[src/rtl/count_sequencer.sv]
// Bounded, restartable up-counter: runs num_loops passes of 0..term_cnt after a start pulse,
// with hold/abort control and registered q, loop_idx, busy, wrap and done outputs.
module count_sequencer #(
    parameter int WIDTH  = 3,
    parameter int LOOP_W = 4
) (
    input  logic              clk,
    input  logic              rst,
    input  logic              start,
    input  logic              abort,
    input  logic              hold,
    input  logic [WIDTH-1:0]  term_cnt,
    input  logic [LOOP_W-1:0] num_loops,
    output logic [WIDTH-1:0]  q,
    output logic [LOOP_W-1:0] loop_idx,
    output logic              busy,
    output logic              wrap,
    output logic              done
);

    typedef enum logic [1:0] {
        IDLE = 2'd0,
        RUN  = 2'd1,
        DONE = 2'd2
    } state_t;

    state_t            state;
    logic [WIDTH-1:0]  term_r;
    logic [LOOP_W-1:0] loops_r;
    logic              at_term;
    logic              last_pass;

    // Wrap is decided by comparison against the latched terminal, never by overflow.
    assign at_term   = (q == term_r);
    assign last_pass = (loop_idx == loops_r - LOOP_W'(1));

    always_ff @(posedge clk or negedge rst) begin
        if (!rst) begin
            state    <= IDLE;
            q        <= '0;
            loop_idx <= '0;
            busy     <= 1'b0;
            wrap     <= 1'b0;
            done     <= 1'b0;
            term_r   <= '0;
            loops_r  <= '0;
        end else begin
            wrap <= 1'b0;
            done <= 1'b0;
            case (state)
                IDLE: begin
                    if (start) begin
                        term_r   <= term_cnt;
                        loops_r  <= num_loops;
                        q        <= '0;
                        loop_idx <= '0;
                        busy     <= 1'b1;
                        if (num_loops == '0) begin
                            state <= DONE;
                            done  <= 1'b1;
                        end else begin
                            state <= RUN;
                        end
                    end
                end
                RUN: begin
                    if (abort) begin
                        state    <= IDLE;
                        q        <= '0;
                        loop_idx <= '0;
                        busy     <= 1'b0;
                    end else if (!hold) begin
                        if (!at_term) begin
                            q <= q + WIDTH'(1);
                        end else begin
                            q    <= '0;
                            wrap <= 1'b1;
                            if (last_pass) begin
                                loop_idx <= '0;
                                done     <= 1'b1;
                                state    <= DONE;
                            end else begin
                                loop_idx <= loop_idx + LOOP_W'(1);
                            end
                        end
                    end
                end
                DONE: begin
                    // Single-cycle state; abort and start both land in IDLE here.
                    state    <= IDLE;
                    busy     <= 1'b0;
                    q        <= '0;
                    loop_idx <= '0;
                end
                default: begin
                    state <= IDLE;
                    busy  <= 1'b0;
                end
            endcase
        end
    end

endmodule

[config.mk]
export PLATFORM = sky130hd
export DESIGN_NAME = count_sequencer
export DESIGN_NICKNAME = d
export VERILOG_FILES = /design/src/rtl/count_sequencer.sv
export SDC_FILE = /design/constraint.sdc
export NUM_CORES = 1
export LEC_CHECK = 0
export ABC_AREA = 0
export BUFFER_PORTS_ARGS = -buffer_cell sky130_fd_sc_hd__buf_4
export CORE_MARGIN = 4
export CORE_UTILIZATION = 50
export DETAILED_ROUTE_END_ITERATION = 8
export PLACE_DENSITY = 0.77
export SYNTH_ARGS = -nofsm -noshare
export SYNTH_HDL_FRONTEND = slang
export SYNTH_SLANG_ARGS = --single-unit
[constraint.sdc]
create_clock -name clk -period 2.2 [get_ports clk]
set_clock_uncertainty 0.2 [all_clocks]
set_input_delay 0.44 -clock clk [delete_from_list [all_inputs] [get_ports clk]]
set_output_delay 0.44 -clock clk [all_outputs]
set_load 0.02 [all_outputs]
== After elaboration in Yosys (flattened, before gate mapping) ==
Cells that the tools add are included.
Word-level totals
  register bits: 19
  input port bits: 12
  RAM bits: 0
  word-level logic and storage cells: 60
  memories: 0
  bits in read-only memories: 0
  output and inout port bits: 10
  latch bits: 0
Cells by class
  bitwise gates (word level): 0
  shifts and indexed selects: 0
  div/mod/pow operators: 0
  reduce and logical (&&, ||, !) cells: 8
  equal/unequal tests: 9
  magnitude comparators: 0
  add/sub/neg operators: 3
  multiply operators: 0
  muxes and demuxes: 32
Operators with widths (number)
  4-bit 2-to-1 mux: 5
  1-bit 2-to-1 mux: 12
  2-bit 2-to-1 mux: 6
  3-bit 2-to-1 mux: 4
  4-bit case mux with 3 select lines: 1
  3-bit != test (second input constant): 3
  3-bit case mux with 3 select lines: 1
  4-bit AND reduction: 2
  4-bit by 1-bit adder with 4-bit output (second input constant): 1
  4-bit == test: 1
  4-bit logical NOT: 1
  2-bit != test (second input constant): 2
  1-bit case mux with 2 select lines: 2
  2-bit case mux with 2 select lines: 1
  2-bit AND reduction: 2
  4-bit by 1-bit subtractor with 4-bit output (second input constant): 1
  3-bit by 1-bit adder with 3-bit output (second input constant): 1
  3-bit == test: 1
  3-bit AND reduction: 1
  3-bit nonzero test: 1
  2-bit by 1-bit == test with 1-bit output (second input constant): 1
  2-bit == test (second input constant): 1
  2-bit logical NOT: 1

== Depth between registers and ports, before layout ==
Gate-level depths: netlist of run 1.
  word-level depth: 7
  mapped depth: 6
  mapped depth without buffers: 6

== Worst setup path after synthesis of run 1 ==
OpenSTA, ideal clock, no wires.
  path kind: reg2reg
  start: reg q[0]
  end: reg loop_idx[2]
  setup slack: 0.450 ns
  path buffers: 1
  data arrival time: 1.463 ns
  cell stages (with the launch flop): 6
  clock period less this slack: 1.750 ns
  library setup time: 0.087 ns
  data required time: 1.913 ns
  path through: dfrtp_1 -> xnor2_1 -> a31oi_1 -> buf_2 -> or4_1 -> a22oi_1
Between the ends
  word-level cells in the longest chain between the ends: 3
Ends and longest elaborated chain
  start, declared: RTL line 14  | output logic [WIDTH-1:0] q,
  start signal, assigned: RTL line 74  | q <= q + WIDTH'(1);
  3-bit == test: RTL line 34  | assign at_term = (q == term_r);
  3-bit != test (no line)
  4-bit AND reduction (no line)
  end signal, assigned: RTL line 83  | loop_idx <= loop_idx + LOOP_W'(1);
  end, declared: RTL line 15  | output logic [LOOP_W-1:0] loop_idx,
Every way passes these cells.
A chain may end at the register's enable or synchronous reset.

== Worst setup path in the final report of run 1 ==
  start: reg loops_r[0]
  end: reg loop_idx[2]
Between the ends
  word-level cells in the longest chain between the ends: 7
Ends and longest elaborated chain
  start, declared: RTL line 29  | logic [LOOP_W-1:0] loops_r;
  start signal, assigned: RTL line 54  | loops_r <= num_loops;
  4-bit by 1-bit subtractor with 4-bit output: RTL line 35  | assign last_pass = (loop_idx == loops_r - LOOP_W'(1));
  4-bit == test: RTL line 35
  4-bit 2-to-1 mux: RTL line 78  | if (last_pass) begin
  4-bit 2-to-1 mux: RTL line 73  | if (!at_term) begin
  4-bit 2-to-1 mux: RTL line 72  | end else if (!hold) begin
  4-bit 2-to-1 mux: RTL line 67  | if (abort) begin
  4-bit case mux with 3 select lines: RTL line 50  | case (state)
Every way passes these cells. The select of a mux whose other input is x is not followed.

==> summary.md, run 1 <==
### Yosys
• **number of library cell types mapped by synthesis** 31
• **share of synthesized area spent on multiplexers** 0.0575
• **register bit total from synthesis** 19
• **top-area cell type share of the netlist area** 0.485
• **compound-gate portion of the synthesized area** 0.147
• **largest family of logic cells by synthesized area** simple AND/OR/NAND/NOR gates
• **simple-gate share of the synthesized area** 0.157
• **most repeated cell in the gate-level netlist after synthesis** dfrtp_1
• **top_reg_cell synth** dfrtp_1
• **post-synth top area cell** dfrtp_1
• **number of enable-type register cells in the synthesized netlist** 0
• **netlist area before placement** 980 µm²
• **total of warnings raised by yosys** 0
• **adder-cell area share of the yosys netlist** 0.0383
• **Async S/R FF share, synth** 1.00
• **post-synthesis average cell area** 10.6 µm²
• **net count after synthesis** 107
• **most used standard cells in the synthesized netlist** dfrtp_1, nand2_1, o21ai_0, mux2_2, xnor2_1
• **portion of the post-synthesis area used by sequential elements** 0.485
• **instance count of the mapped netlist** 92
• **xor and xnor fraction of the mapped netlist area** 0.0856
• **ranking of synthesized cells by area** dfrtp_1, mux2_2, xnor2_1

### Setup path
• **largest delay contributor family on the critical path** compound AO/OA/AOI/OAI gates
• **critical path launch point** loops_r[0]
• **Stages on worst setup path** 6
• **data required time at the worst endpoint** 2180 ps
• **Worst Path Class, Setup** register to register
• **element type at the critical path end** register
• **Crit path arrival time** 1880 ps
• **crit path buf inv count** 1
• **peak per-stage delay on the critical path** 400 ps
• **R2R cell count** 6
• **kind of launch point of the worst setup path** register
• **series of cell instances along the critical path** inv_1, ha_1, xnor3_1, nand3_1, o31ai_1, a22oi_1
• **worst-path cell with the longest stage delay** dfrtp_1
• **startpoint of the worst register-to-register path** loops_r[0]
• **maximum net fanout on the critical path** 3

### Detailed routing
• **number of nets with antenna violations after routing** 0
• **average wire length per cell after detail routing** 14.1 µm
• **TritonRoute pass-1 iters** 4
• **final routed wirelength across all metal layers** 2020 µm
• **number of remaining DRC errors** 0
• **number of vias in the routed layout** 795
• **vias per inst** 5.56
• **violation count after the first detailed-routing iteration** 19

### GRT
• **maximum number of pins on one net before global-route repair** 20
• **antenna violations before repair** 0
• **global-route wire length before repair** 3610 µm
• **global-route usage over all layers** 0.185
• **Congestion Overflow GR** 0
• **number of global-route vias before repair** 807

### Layout
• **combined area of the multi-input logic cells** 475 µm²
• **flip-flop and latch area** 475 µm²
• **total number of nets in the final design** 134
• **Finished Core Util** 0.681
• **layout cell share with drive strength beyond 1** 0.280
• **post-route cell area** 1210 µm²
• **number of inserted diodes** 0
• **Fillers** 146
• **non-filler cells in the finished layout** 143
• **area growth from synthesis to final layout** 24.0%

### Die
• **placement row count** 15
• **horizontal die dimension** 52.3 µm
• **ports placed on the boundary** 22
• **Core Footprint** 1780 µm²
• **starting utilization of the core area** 0.549
• **Die Y** 52.3 µm
• **die area** 2730 µm²

### Power
• **total power consumption of the routed design** 0.988 mW
• **Cell Pwr Density** 813 nW/µm²
• **cell leakage power** 0.563 nW
• **internal power consumption** 0.643 mW
• **Combinational Power Share** 0.344
• **Clock power frac** 0.183
• **Max rail drop VDD** 0.451 mV
• **Sequential Power Share** 0.473
• **fraction of power spent switching nets** 0.349
• **net switching power of the design** 0.345 mW

### Hold path
• **Hold Path Cell Cnt** 3
• **class of the worst hold path** input pin to register
• **hold path start** num_loops[1]

### Timing
• **Final Cycle Share** 0.864
• **Final setup viols** 0
• **setup TNS** 0 ps
• **Least-Margin Pin Slew** 448 ps
• **remaining max-slew budget at the tightest pin** 0.698
• **worst hold slack** 149 ps
• **number of pins exceeding their max-slew limit in the final report** 0
• **Highest Clock Rate** 0.526 GHz
• **final worst-path setup slack** 299 ps
• **RSZ-0062 raised after global routing** no
• **Hold Violations, Final** 0
• **final critical delay including setup and external delays** 1900 ps

### Clocking
• **number of buffers between clock root and the deepest sink** 2
• **Num Clock Sinks** 19
• **clock-pin slew on the worst setup and hold paths** 110 ps
• **H-tree levels** 1
• **# resized after CTS** 0
• **clock buffer count from CTS** 3
• **Skew-Pair Late Insertion Delay** 300 ps
• **clock tree root buffer cell** clkbuf_4
• **Post CTS Setup Buffer Count** 0
• **number of hold buffers added after CTS** 1
• **TritonCTS clock tree** done

### Place
• **post-detailed-placement half-perimeter wirelength** 1510 µm
• **count of buffers from port buffering** 21
• **worst slack after detailed placement** 302 ps
• **cell count after placement** 138
• **post-place instance area** 1180 µm²
• **gp weighted congestion** 0.790

### Run status
• **run status** finished, final reports clean

### Run
• **Max-cap violations** 0

-- power groups by stage --
stage	sequential [mW]	clock, mW	combinational (mW)
2_1_floorplan	0.487	0	0.206
3_3_place_gp	0.472	0	0.325
6_report	0.467	0.181	0.340
3_5_place_dp	0.475	0	0.338
4_1_cts	0.468	0.186	0.343
5_1_grt	0.479	0.203	0.382
-- area by class of cell --
| cell class | count | area share |
|---|---|---|
| Clock inverter | 1 | 0.00412 |
| Tap cell | 25 | 0.0257 |
| Clock buffer | 3 | 0.0185 |
| Inverter | 4 | 0.0124 |
| Timing Repair Buffer | 25 | 0.157 |
| Sequential cell | 19 | 0.391 |
| Multi-Input combinational cell | 66 | 0.391 |
-- logic make-up (layout without fill, tap and decap cells) --
group | count (synthesis) | after routing
AOI/OAI and AO/OA | 22 | 22
xor gates and xnor gates | 8 | 8
adders and majority gates | 3 | 3
buffers and inverters | 7 | 33
DFF | 19 | 19
muxes | 5 | 5
and+or+nand+nor | 28 | 28
-- worst reg2reg max path, cell delays in order (launching register included) --
cell and delay [ps]:
dfrtp_1 400, inv_1 80, ha_1 210, xnor3_1 270, nand3_1 100, o31ai_1 380
a22oi_1 160
-- flip-flops by register name, indices dropped and copies added, names as in the netlist --
register  flops
state         2
q             3
loop_idx      4
wrap          1
done          1
loops_r       4
busy          1
term_r        3
-- per-layer routing --
metal,track usage,share of wire,up-vias
li1,-,-,384
met1,0.227,0.45,379
met2,0.301,0.45,23
met3,0.0313,0.056,9
met4,0.115,0.038,0
met5,0,0,-
-- path summary, 6_finish.rpt --
check | to | slack [ps]
worst max register to register | loop_idx[2] | 300
worst min register to register | busy | 290
max in group asynchronous | loops_r[0] | 1270
worst max-delay path | loop_idx[2] | 300
worst min-delay path | loops_r[1] | 150
min in group asynchronous | state[0] | 330
-- cell usage in the layout (no fill, tap or decap), types with 3 or more instances in the layout --
cell type / synthesis / final
nor2_1: 4 / 4
ha_1: 3 / 3
mux2_2: 5 / 5
clkbuf_4: 0 / 3
nand2_1: 7 / 7
nand2b_1: 4 / 4
xnor2_1: 5 / 5
or4_1: 3 / 3
inv_1: 4 / 4
o31ai_1: 3 / 3
buf_4: 0 / 24
dfrtp_1: 19 / 19
o21ai_0: 7 / 7
Power figures use the tool's default switching activity.
==> inputs of run 2 (changes only) <==
--- a/config.mk
+++ b/config.mk
@@ -10,6 +10,7 @@
 export CORE_MARGIN = 4
 export CORE_UTILIZATION = 50
 export DETAILED_ROUTE_END_ITERATION = 8
+export GPL_TIMING_DRIVEN = 0
 export PLACE_DENSITY = 0.77
 export SYNTH_ARGS = -nofsm -noshare
 export SYNTH_HDL_FRONTEND = slang
==> run 2 against run 1 <==
Maximum frequency shrank 2.8%. Global-route usage shrank 0.33 points. Sequential cell count is the same. Final area shrank 0.82%. Clock power is essentially flat. First-iteration DRC count shrank 84%. Sequential power is essentially flat. Register-to-register slack lost 50 ps. Non-clock buffer count is the same.
==> summary.md, run 2 (synthesis gave the netlist of run 1 again) <==
### Run status
• **run status** finished, final reports clean

### Layout
• **area growth from synthesis to final layout** 23.0%
• **number of inserted diodes** 0, unchanged
• **Finished Core Util** 0.676, -0.00562
• **commonest non-fill, non-tap cell in the layout** buf_4
• **leading cell types in the layout, fill and taps excluded** buf_4, dfrtp_1, nand2_1, o21ai_0
• **biggest regs** loop_idx: 4 flops, loops_r: 4 flops
• **layout cell share with drive strength beyond 1** 0.263, -0.0169
• **total number of nets in the final design** 134, unchanged

### GRT
• **number of global-route vias before repair** 815, +0.99%
• **global-route usage over all layers** 0.182, -0.00335
• **antenna violations before repair** 0, unchanged
• **maximum number of pins on one net before global-route repair** 20, unchanged
• **Congestion Overflow GR** 0, unchanged
• **global-route wire length before repair** 3620 µm, +0.39%

### Clocking
• **clock buffer count from CTS** 3, unchanged
• **number of buffers between clock root and the deepest sink** 2, unchanged
• **Skew-Pair Late Insertion Delay** 300 ps, about the same
• **clock tree root buffer cell** clkbuf_4
• **H-tree levels** 1, unchanged
• **Num Clock Sinks** 19, unchanged
• **TritonCTS clock tree** done
• **Post CTS Setup Buffer Count** 0, unchanged
• **clock-pin slew on the worst setup and hold paths** 110 ps, about the same

### Run
• **Max-cap violations** 0, unchanged

### Setup path
• **Crit path arrival time** 1930 ps, +50 ps
• **peak per-stage delay on the critical path** 420 ps, +20 ps
• **data required time at the worst endpoint** 2170 ps, about the same
• **kind of launch point of the worst setup path** register
• **maximum net fanout on the critical path** 3, unchanged
• **Worst Path Class, Setup** register to register
• **largest delay contributor family on the critical path** compound AO/OA/AOI/OAI gates
• **series of cell instances along the critical path** inv_1, ha_1, xnor3_1, nand3_1, o31ai_1, a22oi_1
• **R2R cell count** 6, unchanged
• **crit path buf inv count** 1, unchanged
• **element type at the critical path end** register
• **capture instance of the worst register-to-register path** loop_idx[2]
• **startpoint of the worst register-to-register path** loops_r[0]
• **worst-path cell with the longest stage delay** o31ai_1
• **worst setup slack for register-to-register paths** 240 ps, -50 ps

### Power
• **Cell Pwr Density** 805 nW/µm², -0.98%
• **cell leakage power** 0.556 nW, -1.2%
• **Max rail drop VDD** 0.610 mV, +35%

### Timing
• **number of pins exceeding their max-slew limit in the final report** 0, unchanged
• **Hold Violations, Final** 0, unchanged
• **Final Cycle Share** 0.889, +0.0247
• **remaining max-slew budget at the tightest pin** 0.667, -0.0310
• **Least-Margin Pin Slew** 494 ps, +46.1 ps
• **setup TNS** 0 ps, unchanged
• **Final setup viols** 0, unchanged
• **final critical delay including setup and external delays** 1960 ps, +54.3 ps
• **final worst-path setup slack** 245 ps, -54.3 ps
• **Highest Clock Rate** 0.511 GHz, -2.8%
• **RSZ-0062 raised after global routing** no

### Detailed routing
• **TritonRoute pass-1 iters** 4, unchanged
• **violation count after the first detailed-routing iteration** 3, -16
• **average wire length per cell after detail routing** 13.5 µm, -4.4%
• **number of nets with antenna violations after routing** 0, unchanged
• **number of remaining DRC errors** 0, unchanged
• **final routed wirelength across all metal layers** 1930 µm, -4.4%
• **number of vias in the routed layout** 769, -3.3%
• **vias per inst** 5.38, -3.3%

### Hold path
• **class of the worst hold path** input pin to register
• **hold path start** num_loops[0]
• **capture endpoint of the worst hold path** loops_r[0]
• **Hold Path Cell Cnt** 3, unchanged

### Place
• **worst slack after detailed placement** 239 ps, -62.8 ps
• **post-detailed-placement half-perimeter wirelength** 1450 µm, -3.7%
• **gp weighted congestion** 0.820, +3.8%
• **count of buffers from port buffering** 21, unchanged

### Die
• **ports placed on the boundary** 22, unchanged
• **Core Footprint** 1780 µm², unchanged
• **Die Y** 52.3 µm, unchanged
• **starting utilization of the core area** 0.549, unchanged
• **horizontal die dimension** 52.3 µm, unchanged
• **placement row count** 15, unchanged
• **die area** 2730 µm², unchanged

==> run 2: worst register-to-register path: stages, from the launching register on <==
cell and delay [ps]:
dfrtp_1 400, inv_1 70, ha_1 210, xnor3_1 270, nand3_1 100, o31ai_1 420
a22oi_1 160
==> run 2: stage by stage <==
step | area, µm² | total power [mW] | hold WS, ps | std cells
after floorplan | 980 | 0.693 | -55.6 | 92
after global placement | 1170 | 0.787 | 126 | 138
after detailed placement | 1170 | 0.800 | 129 | 138
after CTS | 1200 | 0.979 | 150 | 143
after global routing | 1200 | 1.05 | 162 | 143
final | 1200 | 0.970 | 148 | 143
==> run 2: power breakdown <==
part / internal [mW] / switching [mW]
sequential: 0.408 / 0.0580
clock: 0.0707 / 0.108
combinational: 0.161 / 0.165
total: 0.639 / 0.331
==> run 2: routing by layer <==
| layer | global-route usage | wire length [µm] | vias up |
|---|---|---|---|
| li1 | - | - | 383 |
| met1 | 0.239 | 914 | 361 |
| met2 | 0.293 | 888 | 20 |
| met3 | 0.0342 | 83 | 5 |
| met4 | 0.0766 | 44 | 0 |
| met5 | 0 | 0 | - |
==> run 2: what timing repair did <==
item	4_1_cts	5_1_grt
endpoints found under the setup margin	0	0
hold endpoints to repair	19	0
hold buffers	1	0
resized for setup	0	0
==> run 2: cell type report <==
class | count | area [µm²]
timing repair buffer | 22 | 168
clock buffer | 4 | 26.3
buffer | 3 | 13.8
fill | 156 | 578
inverter | 4 | 15.0
sequential | 19 | 475
tap | 25 | 31.3
multi-input combinational | 66 | 475
==> run 2: worst max-delay path by stage <==
stage	end	from	cells past startpoint	slack, ps
floorplan	loop_idx[2]	q[0]	5	450
global placement	loop_idx[3]	start	6	270
detailed placement	loop_idx[3]	start	6	240
CTS	loop_idx[2]	loops_r[0]	6	260
global route	loop_idx[2]	loops_r[0]	6	100
finish	loop_idx[2]	loops_r[0]	6	240
==> inputs of run 3 (changes only) <==
--- a/config.mk
+++ b/config.mk
@@ -8,10 +8,10 @@
 export ABC_AREA = 0
 export BUFFER_PORTS_ARGS = -buffer_cell sky130_fd_sc_hd__buf_4
 export CORE_MARGIN = 4
-export CORE_UTILIZATION = 50
+export CORE_UTILIZATION = 52
 export DETAILED_ROUTE_END_ITERATION = 8
 export GPL_TIMING_DRIVEN = 0
-export PLACE_DENSITY = 0.77
+export PLACE_DENSITY = 0.79
 export SYNTH_ARGS = -nofsm -noshare
 export SYNTH_HDL_FRONTEND = slang
 export SYNTH_SLANG_ARGS = --single-unit
==> run 3 against run 2 <==
Clock-buffer cell count unchanged. Core utilization increased by 0.72 points. Wire length decreased by 2.2%. Combinational power about the same. Via count increased by 0.65%. First-iteration DRC count increased to 2.7 times the previous value. Critical path type unchanged. Critical endpoint unchanged.
==> summary.md, run 3 (synthesis gave the netlist of run 1 again) <==
### Run status
• **run status** finished, final reports clean

### Power
• **Max rail drop VDD** 0.525 mV, -14%
• **total power consumption of the routed design** 0.974 mW, +0.44%
• **cell leakage power** 0.556 nW, unchanged
• **Sequential Power Share** 0.480, about the same
• **fraction of power spent switching nets** 0.344, +0.00326
• **Combinational Power Share** 0.335, about the same
• **Cell Pwr Density** 808 nW/µm², +0.44%
• **Clock power frac** 0.185, about the same
• **net switching power of the design** 0.335 mW, +1.4%
• **internal power consumption** 0.639 mW, about the same

### Setup path
• **worst-path cell with the longest stage delay** o31ai_1
• **kind of launch point of the worst setup path** register
• **maximum net fanout on the critical path** 3, unchanged
• **series of cell instances along the critical path** inv_1, ha_1, xnor3_1, nand3_1, o31ai_1, a22oi_1
• **peak per-stage delay on the critical path** 430 ps, about the same
• **worst setup slack for register-to-register paths** 230 ps, about the same
• **startpoint of the worst register-to-register path** loops_r[0]
• **data required time at the worst endpoint** 2170 ps, about the same
• **Worst Path Class, Setup** register to register
• **crit path buf inv count** 1, unchanged
• **element type at the critical path end** register
• **capture instance of the worst register-to-register path** loop_idx[2]
• **Crit path arrival time** 1940 ps, about the same
• **largest delay contributor family on the critical path** compound AO/OA/AOI/OAI gates
• **R2R cell count** 6, unchanged

### Place
• **count of buffers from port buffering** 21, unchanged
• **post-place instance area** 1170 µm², unchanged
• **post-detailed-placement half-perimeter wirelength** 1490 µm, +2.5%
• **worst slack after detailed placement** 251 ps, +12.1 ps
• **gp weighted congestion** 0.798, -2.7%

### Timing
• **final worst-path setup slack** 230 ps, -14.5 ps
• **number of pins exceeding their max-slew limit in the final report** 0, unchanged
• **RSZ-0062 raised after global routing** no
• **final critical delay including setup and external delays** 1970 ps, +14.5 ps
• **remaining max-slew budget at the tightest pin** 0.690, +0.0223
• **Least-Margin Pin Slew** 461 ps, -33.1 ps
• **Final setup viols** 0, unchanged
• **Highest Clock Rate** 0.508 GHz, -0.74%
• **Final Cycle Share** 0.895, +0.00658
• **setup TNS** 0 ps, unchanged
• **Hold Violations, Final** 0, unchanged

### Detailed routing
• **violation count after the first detailed-routing iteration** 8, +5
• **number of vias in the routed layout** 774, +0.65%
• **TritonRoute pass-1 iters** 4, unchanged
• **average wire length per cell after detail routing** 13.2 µm, -2.2%
• **final routed wirelength across all metal layers** 1890 µm, -2.2%
• **number of remaining DRC errors** 0, unchanged
• **vias per inst** 5.41, +0.65%
• **number of nets with antenna violations after routing** 0, unchanged

### Clocking
• **Skew-Pair Late Insertion Delay** 300 ps, about the same
• **clock buffer count from CTS** 3, unchanged
• **clock-pin slew on the worst setup and hold paths** 110 ps, about the same
• **Num Clock Sinks** 19, unchanged
• **number of buffers between clock root and the deepest sink** 2, unchanged
• **clock tree root buffer cell** clkbuf_4
• **TritonCTS clock tree** done
• **# resized after CTS** 0, unchanged
• **H-tree levels** 1, unchanged

### Hold path
• **class of the worst hold path** input pin to register
• **Hold Path Cell Cnt** 2, -1
• **capture endpoint of the worst hold path** term_r[1]
• **hold path start** term_cnt[1]

### Run
• **Max-cap violations** 0, unchanged

### GRT
• **most used routing layer in global routing** met2
• **met2 global-route usage** 0.284, -0.00899
• **maximum number of pins on one net before global-route repair** 20, unchanged
• **global-route usage over all layers** 0.168, -0.0139
• **met3 Usage GRT** 0.0262, -0.00795
• **antenna violations before repair** 0, unchanged
• **global-route wire length before repair** 3370 µm, -7.0%
• **GRT met1 Usage** 0.214, -0.0249
• **Congestion Overflow GR** 0, unchanged
• **number of global-route vias before repair** 798, -2.1%

### Die
• **Core Footprint** 1760 µm², -1.1%
• **ports placed on the boundary** 22, unchanged
• **horizontal die dimension** 51.4 µm, -1.6%
• **die area** 2640 µm², -3.3%
• **Die Y** 51.4 µm, -1.6%
• **placement row count** 15, unchanged
• **starting utilization of the core area** 0.555, +0.00585

### Layout
• **leading cell types in the layout, fill and taps excluded** buf_4, dfrtp_1, nand2_1, o21ai_0
• **biggest regs** loop_idx: 4 flops, loops_r: 4 flops
• **commonest non-fill, non-tap cell in the layout** buf_4
• **area growth from synthesis to final layout** 23.0%, unchanged
• **total number of nets in the final design** 134, unchanged
• **Finished Core Util** 0.683, +0.00719
• **Fillers** 154, -1.3%
• **post-route cell area** 1200 µm², unchanged
• **number of inserted diodes** 0, unchanged
• **layout cell share with drive strength beyond 1** 0.263, unchanged

[run 3: cell counts in the layout (fill, tap and decap cells not counted)]
Identical to the previous run, type by type.
[run 3: power groups by stage]
stage	clock, mW	combinational (mW)	sequential [mW]
after CTS	0.182	0.330	0.468
final	0.180	0.326	0.468
after global routing	0.192	0.368	0.480
after floorplan	0	0.206	0.487
after detailed placement	0	0.328	0.475
after global placement	0	0.316	0.470
[run 3: metal layers]
layer  vias to the layer above  wire length, µm
li1                        382                -
met1                       363              842
met2                        23              884
met4                         0               42
met5                         -                0
met3                         6              120
[run 3: per-stage QoR]
stage | std cells | hold slack [ps]
6_report | 143 | 166
5_1_grt | 143 | 169
4_1_cts | 143 | 163
3_5_place_dp | 138 | 129
3_3_place_gp | 138 | 124
2_1_floorplan | 92 | -55.6
[run 3: worst register-to-register path, delay by kind of cell (launching register included)]
kind	cells	cell delay, ps
AND/OR/NAND/NOR	1	100
flip-flops	1	400
adder cells (fa/ha/maj)	1	210
AO/OA/AOI/OAI	2	590
XOR/XNOR	1	280
buffers and inverters	1	70
[run 3: worst max path at each step]
stage,startpoint,endpoint,slack [ps],cells past startpoint
after floorplan,q[0],loop_idx[2],450,5
after global placement,start,loop_idx[3],280,6
after detailed placement,start,loop_idx[3],250,6
after CTS,loops_r[0],loop_idx[2],240,6
after global routing,loops_r[0],loop_idx[3],80,6
final,loops_r[0],loop_idx[2],230,6
[run 3: final cells by class]
class / count / area (µm²) / area share
plain buffers: 3 / 13.8 / 0.0114
clock buffers: 4 / 26.3 / 0.0218
inverters: 4 / 15.0 / 0.0125
multi-input cells: 66 / 475 / 0.395
flip-flops and latches: 19 / 475 / 0.395
well taps: 25 / 31.3 / 0.0260
repair buffers: 22 / 168 / 0.139
[run 3: timing repair]
item | 4_1_cts | 5_1_grt
setup buffers | 0 | 0
hold buffers | 1 | 0
hold endpoints to repair | 19 | 0
